File: config.mk
export PLATFORM = sky130hd
export DESIGN_NAME = multiply_control
export DESIGN_NICKNAME = d
export VERILOG_FILES = /design/src/rtl/multiply_control.sv
export SDC_FILE = /design/constraint.sdc
export NUM_CORES = 1
export LEC_CHECK = 0
export BUFFER_PORTS_ARGS = -buffer_cell sky130_fd_sc_hd__buf_2
export CAP_MARGIN = 20
export CORE_UTILIZATION = 47
export CTS_BUF_LIST = sky130_fd_sc_hd__clkbuf_16
export DETAILED_ROUTE_END_ITERATION = 6
export PLACE_DENSITY = 0.89
export SLEW_MARGIN = 20
export SYNTH_ARGS = -nofsm -noshare
export SYNTH_HDL_FRONTEND = slang
export SYNTH_SLANG_ARGS = --single-unit
File: constraint.sdc
create_clock -name clock -period 1.5 [get_ports clock]
set_input_delay 0.15 -clock clock [delete_from_list [all_inputs] [get_ports clock]]
set_output_delay 0.15 -clock clock [all_outputs]
set_load 0.1 [all_outputs]
File: src/rtl/multiply_control.sv
// multiply_control: Moore sequencer for a 4x4 shift-add DataUnit.
// Latches the operands on an accepted Start, steps the DataUnit through
// LOAD, four SHIFT and three ADD cycles, FINAL and DONE, then captures the product.
module multiply_control (
  input  logic       clock,
  input  logic       reset,
  input  logic       Start,
  input  logic [3:0] MultiplicantIn,
  input  logic [3:0] MultiplierIn,
  input  logic [7:0] Product,
  output logic [3:0] Multiplicant,
  output logic [3:0] Multiplier,
  output logic [2:0] Shift1,
  output logic [2:0] Shift0,
  output logic       Busy,
  output logic       Done,
  output logic [7:0] Result,
  output logic       ResultValid
);

  typedef enum logic [2:0] {
    IDLE  = 3'd0,
    LOAD  = 3'd1,
    SHIFT = 3'd2,
    ADD   = 3'd3,
    FINAL = 3'd4,
    DONE  = 3'd5
  } state_t;

  state_t     state, state_n;
  logic [1:0] cnt;

  // Control code for a state: {Shift1, Shift0}.
  function automatic logic [5:0] codes(input state_t s);
    case (s)
      LOAD:    codes = {3'b101, 3'b101};
      SHIFT:   codes = {3'b010, 3'b010};
      ADD:     codes = {3'b111, 3'b000};
      FINAL:   codes = {3'b011, 3'b000};
      default: codes = {3'b000, 3'b000};
    endcase
  endfunction

  // Next-state logic; DONE and any unused encoding fall back to IDLE.
  always_comb begin
    state_n = IDLE;
    case (state)
      IDLE:    state_n = Start ? LOAD : IDLE;
      LOAD:    state_n = SHIFT;
      SHIFT:   state_n = (cnt == 2'd3) ? FINAL : ADD;
      ADD:     state_n = SHIFT;
      FINAL:   state_n = DONE;
      default: state_n = IDLE;
    endcase
  end

  // State, counter, operand/result registers and Moore outputs registered
  // from the next state so they line up with the state they describe.
  always_ff @(posedge clock or negedge reset) begin
    if (!reset) begin
      state        <= IDLE;
      cnt          <= 2'd0;
      Multiplicant <= 4'd0;
      Multiplier   <= 4'd0;
      Shift1       <= 3'b000;
      Shift0       <= 3'b000;
      Busy         <= 1'b0;
      Done         <= 1'b0;
      Result       <= 8'h00;
      ResultValid  <= 1'b0;
    end else begin
      state            <= state_n;
      {Shift1, Shift0} <= codes(state_n);
      Busy             <= (state_n != IDLE);
      Done             <= (state_n == DONE);
      // Start is only looked at in IDLE; accepting it latches operands,
      // clears the iteration count and retires the previous result.
      if (state == IDLE && Start) begin
        Multiplicant <= MultiplicantIn;
        Multiplier   <= MultiplierIn;
        cnt          <= 2'd0;
        ResultValid  <= 1'b0;
      end
      if (state == ADD)
        cnt <= cnt + 2'd1;
      // Product is taken verbatim from the DataUnit on the way out of DONE.
      if (state == DONE) begin
        Result      <= Product;
        ResultValid <= 1'b1;
      end
    end
  end

endmodule

* Word-level counts from Yosys, hierarchy flattened
Index checks and enable logic that the tools add are counted.
** Cells by class
- Add/subtract/negate cells :: 1
- Equal/unequal tests :: 11
- Muxes and demuxes :: 8
- Reductions and logical operators :: 6
** Operators with widths (number)
- $pmux 6 s4 :: 1
- $eq 3x2->1 const B :: 4
- $eq 3x3->1 const B :: 4
- $pmux 3 s4 :: 1
- $eq 3x1->1 const B :: 2
- $mux 2 :: 2
- $reduce_bool 2->1 :: 2
- $logic_not 3->1 :: 1
- $mux 1 :: 3
- $mux 3 :: 1
- $reduce_bool 3->1 :: 1
- $add 2x1->2 const B :: 1
- $eq 2x2->1 const B :: 1
- $reduce_or 2->1 :: 1
- $logic_and 1x1->1 :: 1
** Word-level totals
- Bits in registers :: 30
- Bits of input ports :: 19
- Output and inout port bits :: 25

* Depth between registers and ports, before layout
- Depth after elaboration :: 5
- Mapped depth :: 5
- Depth with buffers taken out :: 4

* Worst setup path before layout
OpenSTA, ideal clock, no wires.
- Path kind :: flip-flop to output port
- Start :: reg, netlist name Shift0[0]
- End :: out Shift0[2]
- Data arrival time :: 1.324 ns
- Data required time :: 1.350 ns
- Slack :: 0.026 ns
- Stages on the path, launching flop included :: 2
- Path through :: dfrtp_1 buf_4
** RTL lines
- to (decl) :: line 14 : output logic [2:0] Shift0,

* Worst setup path in the final report
- Start :: reg state[1]
- End :: reg Multiplier[1]
** Between the ends
- Word-level cells in the longest chain between the ends :: 2
** Ends and longest elaborated chain
- from (decl) :: line 30 : state_t state, state_n;
- from (signal assigned) :: line 72 : state <= state_n;
- $logic_not 3->1 :: line 78 : if (state == IDLE && Start) begin
- $logic_and 1x1->1 :: line 78
- to (signal assigned) :: line 80 : Multiplier <= MultiplierIn;
- to (decl) :: line 12 : output logic [3:0] Multiplier,
No other way between the ends.
A chain may end at the register's enable or synchronous reset.

==> metrics <==
Final min period=about 1.4 ns; Yosys reg bits=29; YS warnings=0; Worst Hold Class=input port to flip-flop; leading cell type in the layout, fill and taps excluded=buf_2; area grow syn2layout=31.1%; Worst Tran Pin Value=0.603 ns; final count of pins violating max slew=0; Period Utilization, post-route=0.938; TritonCTS clock tree=done; DRT Pass-1 Iters=4; CORE AREA=2300 sq um; WL/cell=15.3 microns; data required time of the worst path=between 1.5 and 2 ns; cell area after layout=between 1500 and 2000 sq um; Via Count=about 830; Rows=17; Fmax achieved=711 MHz; Worst-Skew Late Latency=between 0.2 and 0.3 ns; Max Buffers Root-to-Sink=2; Worst Path Max Fanout=9; antenna viol nets, final=0; area post-placement=~1400 sq um; I/O pins=44; number of global-route vias before repair=around 830; gr ovfl total=0; status=complete, no violations; layout cells sized above 1=0.530; Layout Skew=around 0.0030 ns; max_cap viols=0; endpoints failing setup=0; Setup TNS Final=0 ns; root buf cell=clkbuf_16; initial antenna violation count=0; syn avg cell area=between 10 and 15 sq um; share of the synthesized area in the top cell type=0.611; CP Class=flip-flop to flip-flop; Netlist Area Pre-Place=around 1200 sq um; hold_sp=Product[7]; post-route core utilization=0.678; Detail Placement HPWL=between 1.5 and 2 mm; CP Capture Type=flip-flop; H-tree Lvls=2; Post-Syn Instances=between 80 and 90; Starting Density=0.517; Synth Net Count=roughly 110; Clock Sinks=29; vias per cell=5.15; Detailed Route WL=between 2 and 2.5 mm; commonest cells after routing, fill and taps aside=buf_2, dfrtp_1, nor2_1, mux2_4, mux2_2; RSZ-0062 raised after global routing=false; height of the die=52.3 microns; Synth Flop Type=dfrtp_1; final hold slack=0.114 ns; Final Hold Violating Endpoints=0; antenna cell count=0; Slew headroom=0.598; die width=~52 microns; DR iter-0 viols=8; register area share after synthesis=0.611; worst r2r src=state[1]; fraction of synthesis flops using an asynchronous set or reset pin=1.00; Critical Path Start Type=flip-flop; top cells by area, synth=dfrtp_1, mux2_4, mux2_2, nor2_1, buf_4; TritonCTS buffer count=5; total track usage=0.215; Clock Pin Slew Worst Setup and Hold Paths=roughly 0.050 ns; IO Port Bufs=43; Arr. time, crit path=between 1.5 and 2 ns; Post-synth EDFFs=0; drt drc=0; first-pass GRT wire length=about 3.9 mm; fin nets=about 150; Die ar.=2730 sq um; largest net degree at the start of global routing=30; RD Place Congestion=0.694; Synth area leader=dfrtp_1; Synth cell types=23; filler cell count=151; CP startpoint=state[1]
==> layout make-up <==
class	count	area, sq um	share of cell area
Sequential cell	29	726	0.466
Multi-Input combinational cell	49	413	0.265
Timing Repair Buffer	45	233	0.150
Clock buffer	5	125	0.0804
Tap cell	28	35.0	0.0225
Clock inverter	3	13.8	0.00884
Inverter	3	11.3	0.00723
==> cells in the mapped netlist, types with 2 or more instances <==
cell,n
a21oi_1,4
buf_4,3
dfrtp_1,29
inv_1,3
mux2_2,8
mux2_4,8
nand2_1,2
nor2_1,9
nor2b_1,3
nor3_1,4
==> sequential cells by signal (all words and copies together), names as in the netlist <==
register	count
Busy	1
Done	1
Multiplicant	4
Multiplier	4
Result	8
ResultValid	1
Shift0	2
Shift1	3
cnt	2
state	3
==> worst paths after layout <==
check                             endpoint  slack (ns)  depth (start not counted)
setup / recovery             Multiplier[1]        0.09                          3
hold / removal                   Result[7]        0.11                          2
max in group asynchronous        Result[0]        0.67                          2
min in group asynchronous  Multiplicant[1]        0.43                          2
hold reg to reg                ResultValid        0.49                          2
setup reg to reg             Multiplier[1]        0.09                          3
==> stage by stage <==
stage	setup slack (ns)	std cells
2_1_floorplan	0.0260	86
3_3_place_gp	0.160	153
3_5_place_dp	0.105	153
4_1_cts	0.0954	162
5_1_grt	0.0243	162
6_report	0.0932	162
==> kinds of logic after synthesis <==
kind of cell,synth area share
adders and majority gates,0.0105
muxes,0.185
buffers and inverters,0.0411
AOI/OAI and AO/OA,0.0358
DFF,0.611
and+or+nand+nor,0.116
==> layer usage <==
metal / vias up / track usage / part of all wire
li1: 385 / - / -
met1: 404 / 0.246 / 0.41
met2: 41 / 0.340 / 0.49
met3: 4 / 0.101 / 0.081
met4: 0 / 0.101 / 0.022
met5: - / 0 / 0
==> critical path, stage by stage, from the launching register on <==
cell and delay (ns):
dfrtp_1 0.49, nor2_4 0.16, and3_4 0.31, mux2_4 0.32
==> repair_timing <==
| item | in CTS | in global routing |
|---|---|---|
| hold endpoints to repair | 29 | 0 |
| buffers inserted | 0 | 0 |
| gates resized for setup | 0 | 0 |
| hold buffers | 1 | 0 |
Power is left out: the tool's default activity adds up to more than one toggle a clock period on the data nets, which glitch-free logic cannot reach.
